**src/rtl/sigdel_cic_decim.sv**
```systemverilog
// rtl/sigdel_cic_decim.sv - Sinc^N (CIC) decimator for a 1-bit sigma-delta stream.
// Optional macro SIGDEL_BIPOLAR_OUT_EN selects two's-complement pcm_out.
module sigdel_cic_decim #(
  parameter int ORDER    = 3,
  parameter int OSR_LOG2 = 5,
  parameter int OUT_W    = 8
) (
  input  logic             clk,
  input  logic             rst_n,
  input  logic             clr,
  input  logic             sample_en,
  input  logic             bit_in,
  output logic [OUT_W-1:0] pcm_out,
  output logic             pcm_valid,
  output logic             settled
);

  localparam int W      = ORDER * OSR_LOG2 + 1;
  localparam int SHIFT  = W - 1 - OUT_W;
  localparam int EV_W   = 3;
  localparam logic [EV_W-1:0] EV_MAX = EV_W'(ORDER + 1);
  localparam logic [OSR_LOG2-1:0] CNT_LAST = '1;
  localparam logic [OUT_W-1:0] PCM_MSB = OUT_W'(1) << (OUT_W - 1);

  logic [W-1:0]          integ     [ORDER];
  logic [W-1:0]          integ_nxt [ORDER];
  logic [W-1:0]          comb_d    [ORDER];
  logic [W-1:0]          comb_in   [ORDER];
  logic [W-1:0]          comb_acc;
  logic [W-1:0]          scaled;
  logic [OUT_W-1:0]      pcm_sat;
  logic [OUT_W-1:0]      pcm_fmt;
  logic [OSR_LOG2-1:0]   dec_cnt;
  logic [EV_W-1:0]       ev_cnt;
  logic                  dec_event;

  assign dec_event = sample_en && (dec_cnt == CNT_LAST);

  // All integrators advance together from their previous values.
  always_comb begin
    integ_nxt[0] = integ[0] + W'(bit_in);
    for (int k = 1; k < ORDER; k++) begin
      integ_nxt[k] = integ[k] + integ[k-1];
    end
  end

  // Comb chain fed by the next-state value of the last integrator.
  always_comb begin
    comb_acc = integ_nxt[ORDER-1];
    for (int k = 0; k < ORDER; k++) begin
      comb_in[k] = comb_acc;
      comb_acc   = comb_acc - comb_d[k];
    end
  end

  always_comb begin
    scaled  = comb_acc >> SHIFT;
    pcm_sat = (|scaled[W-1:OUT_W]) ? '1 : scaled[OUT_W-1:0];
`ifdef SIGDEL_BIPOLAR_OUT_EN
    pcm_fmt = pcm_sat ^ PCM_MSB;
`else
    pcm_fmt = pcm_sat;
`endif
  end

  always_ff @(posedge clk or negedge rst_n) begin
    if (!rst_n) begin
      for (int k = 0; k < ORDER; k++) begin
        integ[k]  <= '0;
        comb_d[k] <= '0;
      end
      dec_cnt   <= '0;
      ev_cnt    <= '0;
      pcm_out   <= '0;
      pcm_valid <= 1'b0;
      settled   <= 1'b0;
    end else if (clr) begin
      for (int k = 0; k < ORDER; k++) begin
        integ[k]  <= '0;
        comb_d[k] <= '0;
      end
      dec_cnt   <= '0;
      ev_cnt    <= '0;
      pcm_out   <= '0;
      pcm_valid <= 1'b0;
      settled   <= 1'b0;
    end else begin
      pcm_valid <= 1'b0;
      if (sample_en) begin
        integ   <= integ_nxt;
        dec_cnt <= dec_cnt + 1'b1;
      end
      // The first ORDER+1 events only flush the start-up transient.
      if (dec_event) begin
        comb_d <= comb_in;
        if (ev_cnt < EV_MAX) begin
          ev_cnt <= ev_cnt + 1'b1;
        end else begin
          pcm_out   <= pcm_fmt;
          pcm_valid <= 1'b1;
          settled   <= 1'b1;
        end
      end
    end
  end

endmodule
```
**config.mk**
```make
export PLATFORM = sky130hd
export DESIGN_NAME = sigdel_cic_decim
export DESIGN_NICKNAME = d
export VERILOG_FILES = /design/src/rtl/sigdel_cic_decim.sv
export SDC_FILE = /design/constraint.sdc
export NUM_CORES = 1
export LEC_CHECK = 0
export ABC_CLOCK_PERIOD_IN_PS = 10500
export BUFFER_PORTS_ARGS = -buffer_cell sky130_fd_sc_hd__buf_4
export CORE_UTILIZATION = 46
export CTS_CLUSTER_DIAMETER = 80
export CTS_CLUSTER_SIZE = 12
export DETAILED_ROUTE_END_ITERATION = 8
export PLACE_DENSITY_LB_ADDON = 0.2
export SLEW_MARGIN = 20
export SYNTH_ARGS = -nofsm -noshare
export SYNTH_HDL_FRONTEND = slang
export SYNTH_SLANG_ARGS = --single-unit
```
**constraint.sdc**
```tcl
create_clock -name clk -period 10.5 [get_ports clk]
set_input_delay 1.575 -clock clk [delete_from_list [all_inputs] [get_ports clk]]
set_output_delay 1.575 -clock clk [all_outputs]
set_load 0.03 [all_outputs]
```
# ---- Word level (Yosys, flattened, before mapping)
# Cells that the tools add are included.
dict set report classes {
  n_reduce_logical 6
  n_addsub 8
  eq_ne 2
  magnitude_cmp 1
  muxes 19
}
# op count
set op_table {}
lappend op_table {{$mux W48} 4}
lappend op_table {{$sub A16 B16 Y16} 3}
lappend op_table {{$add A16 B16 Y16} 2}
lappend op_table {{$mux W8} 4}
lappend op_table {{$add A16 B1 Y16} 1}
lappend op_table {{$mux W5} 2}
lappend op_table {{$mux W3} 3}
lappend op_table {{$mux W1} 6}
lappend op_table {{$reduce_bool A2 Y1} 3}
lappend op_table {{$add A5 B1 Y5 const B} 1}
lappend op_table {{$eq A5 B5 Y1 const B} 1}
lappend op_table {{$reduce_and A2 Y1} 2}
lappend op_table {{$add A3 B1 Y3 const B} 1}
lappend op_table {{$lt A3 B3 Y1 const B} 1}
lappend op_table {{$ne A2 B2 Y1 const B} 1}
lappend op_table {{$logic_and A1 B1 Y1} 1}
dict set report word_totals {
  regBits 114
  elab_cells 47
  out_inout_bits 10
}

# ---- Depth between registers and ports, before layout
# Gate-level depths: netlist of run 1.
dict set report depth {
  ltp_word 8
  ltp_mapped 31
  ltp_nobuf 31
}

# ---- Worst setup path before layout of run 1
# No wires, ideal clock.
dict set report synth_path {
  path_kind {reg-to-reg}
  startpoint {register integ[16] in the netlist's numbering}
  endpoint {register pcm_out[4]}
  setup_time_ns 0.099
  period_less_slack_ns 5.735
  t_arrival_ns 5.636
  path_stages_with_launch 30
  t_required_ns 10.401
  slack_ns 4.765
  path_cell_list {dfrtp_1 ha_1 inv_1 fa_1 nor2b_1 o21ai_0 a21oi_1 o21ai_0 a21boi_0 o21a_1 nor2_1 xnor2_1 ha_1 a21o_1 a21oi_1 o21bai_1 a21oi_1 xnor2_1 ha_1 or3_1 a211oi_1 nor2_1 xor2_1 ha_1 and3_1 a211o_1 a21oi_1 xnor2_1 xnor2_2 a311oi_1}
}
dict set report synth_between {
  elab_chain_cells 8
}
# element line_no
set synth_rtl {}
lappend synth_rtl {{start: declaration} 25} ;# logic [W-1:0] integ [ORDER];
lappend synth_rtl {{start signal: assignment} 90} ;# integ <= integ_nxt;
lappend synth_rtl {{$add A16 B16 Y16} 43} ;# integ_nxt[k] = integ[k] + integ[k-1];
lappend synth_rtl {{$sub A16 B16 Y16 (3 in series)} 52} ;# comb_acc = comb_acc - comb_d[k];
lappend synth_rtl {{$mux W8} 58} ;# pcm_sat = (|scaled[W-1:OUT_W]) ? '1 : scaled[OUT_W-1:0];
lappend synth_rtl {{$mux W8} 96} ;# if (ev_cnt < EV_MAX) begin
lappend synth_rtl {{$mux W8} 94} ;# if (dec_event) begin
lappend synth_rtl {{$mux W8} 77} ;# end else if (clr) begin
lappend synth_rtl {{end signal: assignment} 99} ;# pcm_out <= pcm_fmt;
lappend synth_rtl {{end: declaration} 13} ;# output logic [OUT_W-1:0] pcm_out,
# No other way between the ends. The select of a mux whose other input is x is not followed.
# A chain may end at the register's enable or synchronous reset.

# ---- Worst setup path after layout of run 1
dict set report layout_path {
  startpoint {register integ[16] in the netlist's numbering}
  endpoint {register pcm_out[6]}
}
# Same word-level chain as after synthesis.

==> results.yml, run 1 <==
global_routing:
  grt_pass1_wl_mm: 26.16
  grt_max_degree: 78
  antenna_found_initial: 0
  gr-total-overflow: 0
  grtUsageTotal: 0.1848
  grt_pass1_vias: 5803
clocking:
  worstSkewPairLatency_ns: 0.42
  cts.repair.resized: 0
  cts_max_path_buffers: 2
  cts_tree: "built"
  h-tree-depth: 4
  cts_setup_buffers: 0
  cts_root_buffer: "clkbuf_16"
  postCtsHoldBufs: 0
  path_clk_slew_ns: 0.06
  cts_sinks: 114
  numCtsBuffers: 17
synthesis:
  yosys.area_share.adder: 0.1368
  syn-num-nets: 974
  synth_edf_count: 0
  ys_async_sr_fraction: 1.000
  synth_xor_xnor_area_share: 0.08907
  synth-warning-count: 0
  synth_top_family_by_area: "simple AND/OR/NAND/NOR gates"
  syn_area_um2: 7810
  synth-simple-area-share: 0.1649
  netlist_instances: 886
  muxShareOfSynthArea: 0.03717
  yosysTopAreaCell: "dfrtp_1"
  synth_top_area_share: 0.3653
  ys_types: 53
  ys_seq_area_frac: 0.3653
  synth-seq-cells: 114
  synth_most_common_cell: "nor2_1"
  synth.area.top_cells: "dfrtp_1 (37%), ha_1 (13%), nor2_1 (5.7%)"
  synthFlopType: "dfrtp_1"
  synth.avg_cell_area_um2: 8.815
  synth-compound-area-share: 0.1607
  synth_top_cells_by_count: "nor2_1 (119), dfrtp_1 (114), nand2_1 (105), ha_1 (79), a21oi_1 (76)"
worst_setup_path:
  path_class: "reg -> reg"
  critPathSlowestCell: "a21boi_0"
  cp_max_fo: 8
  worstPathRequired_ns: 10.76
  arrival_ns: 6.65
  worst_setup_path_start_kind: "flop"
  rrSetupSlack_ns: 4.10
  slowest_delay_ns: 0.43
  endpoint_kind: "flop"
  crit_top_cell: "ha_1"
placed_design:
  port_buffers: 14
  place_inst: 1090
  place_hpwl_mm: 10.01
  place_congestion: 0.8170
  dp_slack_ns: 4.047
drt:
  drt-wirelength-per-cell_um: 12.95
  vias_per_cell: 5.115
  drtIter0Drc: 324
  finalWirelength_mm: 14.53
  drtPass1Iterations: 4
  vias: 5739
  drc_errors: 0
  ant_nets: 0
final_layout:
  diodes: 0
  finish.utilization: 0.5232
  fin_nets: 977
  fin_cells: 1122
  nFillCells: 1578
  area_growth_pct: 11.10
  drive_gt1_frac: 0.06874
  regArea_um2: 2853
  multiInputGateArea_um2: 4604
sta:
  slew_violations: 0
  finalSetupTns_ns: 0
  hold_viol: 0
  max_slew_margin: 0.4017
  tightestPinTransition_ns: 0.8975
  worst_slack_ns: 4.100
  hold_slack_ns: 0.5145
  clock_skew_ns: 0.005801
  setup_viol: 0
  fin_crit_sh: 0.6095
  period_minus_slack_ns: 6.400
  rsz0062_at_grt: "no"
  max_freq_mhz: 156.3
power_and_ir_drop:
  p_leak_nw: 4.141
  ir_worst_vdd_v: 0.0001150
  cellPowerDensity_nw_per_um2: 156.6
floorplanning:
  die_w_um: 132.3
  die_h_um: 132.3
  fp-row-count: 47
  start_util: 0.4710
  io_pins: 15
  core_area_um2: 16580
  dieArea_um2: 17500
run:
  maxCapViolCount: 0
min_path:
  min_path_type: "reg -> reg"
outcome:
  status: "finished clean"
-- final cells by class --
cell class / count / area share
Sequential cell: 114 / 0.3288
Inverter: 63 / 0.02725
Clock inverter: 13 / 0.01586
Tap cell: 220 / 0.03172
Timing Repair Buffer: 17 / 0.01471
Multi-Input combinational cell: 676 / 0.5306
Clock buffer: 19 / 0.05105
-- path summary, 6_finish.rpt --
check	startpoint	depth (start not counted)	endpoint
hold reg to reg	comb_d[0]	2	comb_d[0]
min in group asynchronous	rst_n	1	comb_d[2]
setup reg to reg	integ[16]	28	pcm_out[6]
max in group asynchronous	rst_n	2	integ[41]
hold / removal	comb_d[0]	2	comb_d[0]
setup / recovery	integ[16]	28	pcm_out[6]
-- critical path: cells and delay by family (launching register included) --
family	cells	cell delay, ns
fa+ha+maj	5	1.53
flops	1	0.37
xor+xnor	4	0.83
simple gates	5	0.63
compound gates	13	2.84
buf+inv	1	0.06
-- cells by family (layout without fill, tap and decap cells) --
| group | after synthesis | count (layout) |
|---|---|---|
| AOI/OAI and AO/OA | 193 | 193 |
| DFF | 114 | 114 |
| adders and majority gates | 83 | 83 |
| muxes | 29 | 29 |
| and+or+nand+nor | 295 | 295 |
| xor gates and xnor gates | 76 | 76 |
| buffers and inverters | 96 | 112 |
-- power by group --
group          internal [mW]  total [mW]  switching (mW)
Combinational          0.151       0.349           0.198
Clock                  0.354       0.566           0.212
Sequential             0.442       0.445         0.00246
Total                  0.947        1.36           0.412
-- metal layers --
metal | global-route usage | vias up | wire length, µm
met3 | 0.04191 | 14 | 325
met4 | 0.05683 | 0 | 169
met5 | 0 | - | 0
li1 | - | 3042 | -
met1 | 0.2277 | 2645 | 7090
met2 | 0.3216 | 38 | 6947
-- placed cells by master, fill, tap and decap left out, types with 9 or more instances in the layout --
cell type,netlist,layout
nor2_1,119,119
dfrtp_1,114,114
nand2_1,105,104
ha_1,79,79
a21oi_1,76,76
inv_1,63,63
xnor2_1,43,43
xor2_1,30,30
o21ai_0,29,29
mux2i_1,29,29
a21o_1,18,18
clkbuf_16,0,17
buf_4,0,17
nand3_1,12,12
and3_1,12,12
a211oi_1,9,9
nor2b_1,9,9
-- state kept, by name, summed over array words and instances (netlist names) --
register and count:
dec_cnt 5, pcm_valid 1, ev_cnt 3, integ 48
settled 1, pcm_out 8, comb_d 48
-- metrics by stage --
step | area, µm² | total power [mW]
3_5_place_dp | 8092 | 0.8057
4_1_cts | 8672 | 1.379
5_1_grt | 8677 | 1.444
6_report | 8677 | 1.359
3_3_place_gp | 8092 | 0.8042
2_1_floorplan | 7810 | 0.7360
(Power assumes the default switching activity.)
==> run 2: changes to the inputs <==
Settings changed: ABC_AREA set to 1, ABC_CLOCK_PERIOD_IN_PS 10500 to 6500.
Clock period 10.5 ns to 6.5 ns, I/O delays scaled along.
==> results.yml, run 2 <==
synthesis:
  yosysTopAreaCell: "dfrtp_1"
  ys_seq_area_frac: 0.3629
  syn-num-nets: 1070
  ys_types: 46
  synth-warning-count: 0
  synthFlopType: "dfrtp_1"
  synth.avg_cell_area_um2: 8.005
  synth_most_common_cell: "nand2_1"
  ys_async_sr_fraction: 1.000
  synth_edf_count: 0
  synth.area.top_cells: "dfrtp_1 (36%), ha_1 (13%), nand2_1 (10%)"
  synth-seq-cells: 114
  synth_top_area_share: 0.3629
  netlist_instances: 982
  syn_area_um2: 7861
  synth_top_cells_by_count: "nand2_1 (214), inv_1 (134), dfrtp_1 (114), o21ai_0 (84), a21oi_1 (80)"
clocking:
  h-tree-depth: 4
  postCtsHoldBufs: 0
  path_clk_slew_ns: 0.06
  cts_max_path_buffers: 2
  cts_sinks: 114
  cts_root_buffer: "clkbuf_16"
  cts.repair.resized: 0
  numCtsBuffers: 17
  cts_setup_buffers: 0
  cts_tree: "built"
  worstSkewPairLatency_ns: 0.43
drt:
  vias_per_cell: 5.154
  drtPass1Iterations: 4
  drt-wirelength-per-cell_um: 13.71
  finalWirelength_mm: 16.92
  ant_nets: 0
  drtIter0Drc: 266
  vias: 6360
  drc_errors: 0
worst_setup_path:
  critPathSlowestCell: "fa_1"
  rrSetupSlack_ns: 0.75
  reg2reg_depth: 35
  timing.rr.end: "pcm_out[0]"
  crit_top_cell: "nand2_1"
  r2r_start: "integ[16]"
  slowest_delay_ns: 0.39
  worstPathRequired_ns: 6.81
  crit_buf_inv: 4
  path_class: "reg -> reg"
  worst_setup_path_start_kind: "flop"
  endpoint_kind: "flop"
  path_delay_family: "adder cells"
  cp_max_fo: 8
  arrival_ns: 6.07
final_layout:
  fin_area_um2: 8830
  mostFrequentLayoutCells: "nand2_1 (214), inv_1 (133), dfrtp_1 (114)"
  multiInputGateArea_um2: 4429
  area_growth_pct: 12.32
  nFillCells: 1632
  top_regs: "comb_d: 48 flops, integ: 48 flops, pcm_out: 8 flops"
  fin_cells: 1234
  drive_gt1_frac: 0.09270
  regArea_um2: 2853
  finish.utilization: 0.5306
  mostFrequentLayoutCell: "nand2_1"
  diodes: 0
  fin_nets: 1089
sta:
  rsz0062_at_grt: "no"
  worst_slack_ns: 0.7483
  tightestPinTransition_ns: 1.029
  finalSetupTns_ns: 0
  slew_violations: 0
  setup_viol: 0
  clock_skew_ns: 0.01627
  fin_crit_sh: 0.8849
  max_freq_mhz: 173.9
  hold_viol: 0
  hold_slack_ns: 0.4771
  period_minus_slack_ns: 5.752
  max_slew_margin: 0.3112
placed_design:
  place_hpwl_mm: 12.17
  port_buffers: 14
  placed_area_um2: 8203
  dp_slack_ns: 0.6753
  place_congestion: 0.8769
  place_inst: 1202
power_and_ir_drop:
  p_leak_nw: 4.557
  total_power_mw: 2.228
  ir_worst_vdd_v: 0.0001711
  cellPowerDensity_nw_per_um2: 252.3
global_routing:
  grtUsageTotal: 0.2112
  gr-total-overflow: 0
  grt_max_degree: 74
  grt_pass1_wl_mm: 29.82
  antenna_found_initial: 0
  grt_pass1_vias: 6461
floorplanning:
  die_h_um: 132.7
  die_w_um: 132.7
  dieArea_um2: 17620
  core_area_um2: 16640
  io_pins: 15
  fp-row-count: 47
  start_util: 0.4724
min_path:
  hold_path_depth: 2
  worstHoldStart: "pcm_out[5]"
  min_path_type: "reg -> reg"
  hold_end: "pcm_out[5]"
run:
  maxCapViolCount: 0
outcome:
  status: "finished clean"
run 2: how the worst max path moves through the flow:
stage                     startpoint    endpoint  slack, ns  depth (start not counted)
after global routing       integ[16]  pcm_out[7]       0.08                         35
after floorplan            integ[16]  pcm_out[0]       1.21                         35
after detailed placement   integ[16]  pcm_out[7]       0.68                         35
after CTS                  integ[16]  pcm_out[0]       0.62                         35
final                      integ[16]  pcm_out[0]       0.75                         35
after global placement     integ[16]  pcm_out[1]       0.82                         35
run 2: layout make-up:
class	count	area share
Sequential cell	114	0.3231
Inverter	137	0.05824
Tap cell	220	0.03117
Timing Repair Buffer	18	0.01530
Clock buffer	20	0.05286
Multi-Input combinational cell	713	0.5016
Clock inverter	12	0.01771
run 2: metal layers:
layer	global-route usage	wire length (µm)	share of wire	vias up
li1	-	-	-	3316
met1	0.2582	7935	0.47	2945
met2	0.3675	8250	0.49	77
met3	0.04253	422	0.025	22
met4	0.07663	315	0.019	0
met5	0	0	0	-
run 2: where the power goes:
group | switching [mW] | total, mW | internal, mW
Sequential | 0.00509 | 0.722 | 0.717
Combinational | 0.328 | 0.527 | 0.199
Clock | 0.347 | 0.979 | 0.632
Total | 0.679 | 2.23 | 1.55
run 2: kinds of logic after synthesis:
kind of cell / count (synthesis) / synth area share
and+or+nand+nor: 343 / 0.1996
AOI/OAI and AO/OA: 231 / 0.1650
buffers and inverters: 155 / 0.07417
DFF: 114 / 0.3629
xor gates and xnor gates: 56 / 0.06239
adders and majority gates: 83 / 0.1359
run 2: worst min-delay path: stages, from the launching register on:
cell and delay, ns:
dfrtp_1 0.34, nand2_1 0.05, nand2_1 0.05
==> run 3: changes to the inputs <==
Settings changed: ABC_CLOCK_PERIOD_IN_PS 6500 to unset, GPL_TIMING_DRIVEN set to 0.
==> results.yml, run 3 (synthesis gave the netlist of run 2 again) <==
floorplanning:
  core_area_um2: 16640
  dieArea_um2: 17620
  die_w_um: 132.7
  die_h_um: 132.7
  io_pins: 15
  start_util: 0.4724
  fp-row-count: 47
clocking:
  cts_tree: "built"
  cts_sinks: 114
  cts_root_buffer: "clkbuf_16"
  numCtsBuffers: 17
  cts_setup_buffers: 0
  cts_max_path_buffers: 2
  h-tree-depth: 4
  worstSkewPairLatency_ns: 0.42
  path_clk_slew_ns: 0.05
placed_design:
  placed_area_um2: 8273
  dp_slack_ns: 0.4073
  port_buffers: 14
  place_congestion: 0.8328
  place_hpwl_mm: 12.90
  place_inst: 1217
sta:
  rsz0062_at_grt: "no"
  max_slew_margin: 0.4441
  period_minus_slack_ns: 5.990
  fin_crit_sh: 0.9216
  tightestPinTransition_ns: 0.8338
  hold_viol: 0
  worst_slack_ns: 0.5097
  slew_violations: 0
  max_freq_mhz: 166.9
  clock_skew_ns: 0.005561
  finalSetupTns_ns: 0
  hold_slack_ns: 0.4634
  setup_viol: 0
final_layout:
  mostFrequentLayoutCell: "nand2_1"
  fin_area_um2: 8914
  fin_cells: 1249
  fin_nets: 1104
  drive_gt1_frac: 0.08746
  mostFrequentLayoutCells: "nand2_1 (214), inv_1 (134), dfrtp_1 (114)"
  nFillCells: 1614
  diodes: 0
  finish.utilization: 0.5356
  top_regs: "comb_d: 48 flops, integ: 48 flops, pcm_out: 8 flops"
  area_growth_pct: 13.39
drt:
  drc_errors: 0
  drtIter0Drc: 223
  drtPass1Iterations: 4
  vias: 6380
  finalWirelength_mm: 16.91
  ant_nets: 0
  drt-wirelength-per-cell_um: 13.54
  vias_per_cell: 5.108
global_routing:
  antenna_found_initial: 0
  grt_pass1_vias: 6206
  gr-total-overflow: 0
  grt_max_degree: 79
  grt_pass1_wl_mm: 28.90
  grtUsageTotal: 0.2077
worst_setup_path:
  worst_setup_path_start_kind: "flop"
  critPathSlowestCell: "dfrtp_1"
  slowest_delay_ns: 0.40
  cp_max_fo: 8
  endpoint_kind: "flop"
  worstPathRequired_ns: 6.80
  path_class: "reg -> reg"
  crit_top_cell: "nand2_1"
  arrival_ns: 6.29
power_and_ir_drop:
  ir_worst_vdd_v: 0.0002043
  cellPowerDensity_nw_per_um2: 251.8
  p_leak_nw: 4.585
  total_power_mw: 2.244
run:
  maxCapViolCount: 0
min_path:
  min_path_type: "in -> async"
outcome:
  status: "finished clean"
[run 3: cell count changes in the layout (fill, tap and decap cells not counted), sizes merged]
cell,change
inv,+1
bufinv,+1
buf,-1
clkinvlp,-1
clkinv,-4
clkbuf,+19
[run 3: cell type report]
class | count | area, µm² | area share
Buffer | 18 | 68.82 | 0.007720
Clock buffer | 23 | 478.0 | 0.05362
Clock inverter | 9 | 152.6 | 0.01713
Inverter | 137 | 514.2 | 0.05769
Multi-Input combinational cell | 713 | 4436 | 0.4976
Sequential cell | 114 | 2853 | 0.3200
Tap cell | 220 | 275.3 | 0.03088
Timing Repair Buffer | 15 | 136.4 | 0.01530
[run 3: power breakdown]
group	switching, mW	internal, mW
combinational	0.322	0.200
clock	0.330	0.670
sequential	0.00538	0.717
[run 3: layer usage]
metal  track usage  vias to the layer above  wire (µm)
li1              -                     3362          -
met1        0.2465                     2946       7924
met2        0.3778                       52       8442
met3       0.04176                       20        339
met4       0.05939                        0        201
met5             0                        -          0
[run 3: path summary, 6_finish.rpt]
check | from | end | slack [ns] | cells after the start
worst max-delay path | integ[16] | pcm_out[6] | 0.51 | 35
worst min-delay path | rst_n | comb_d[2] | 0.46 | 1
worst max register to register | integ[16] | pcm_out[6] | 0.51 | 35
worst min register to register | comb_d[40] | comb_d[40] | 0.48 | 2
max in group asynchronous | rst_n | integ[10] | 5.35 | 2
min in group clk | comb_d[40] | comb_d[40] | 0.48 | 2
[run 3: worst max-delay path, delay by kind of cell, from the launching register on]
| kind | cells | cell delay (ns) |
|---|---|---|
| AOI/OAI and AO/OA | 9 | 1.46 |
| xor gates and xnor gates | 3 | 0.57 |
| adders and majority gates | 5 | 1.59 |
| buffers and inverters | 4 | 0.36 |
| DFF | 1 | 0.40 |
| and+or+nand+nor | 14 | 1.46 |
[run 3: repair_timing]
item                       4_1_cts  5_1_grt
setup endpoints to repair        0        8
resized for setup                0        2
hold buffers                     0        0
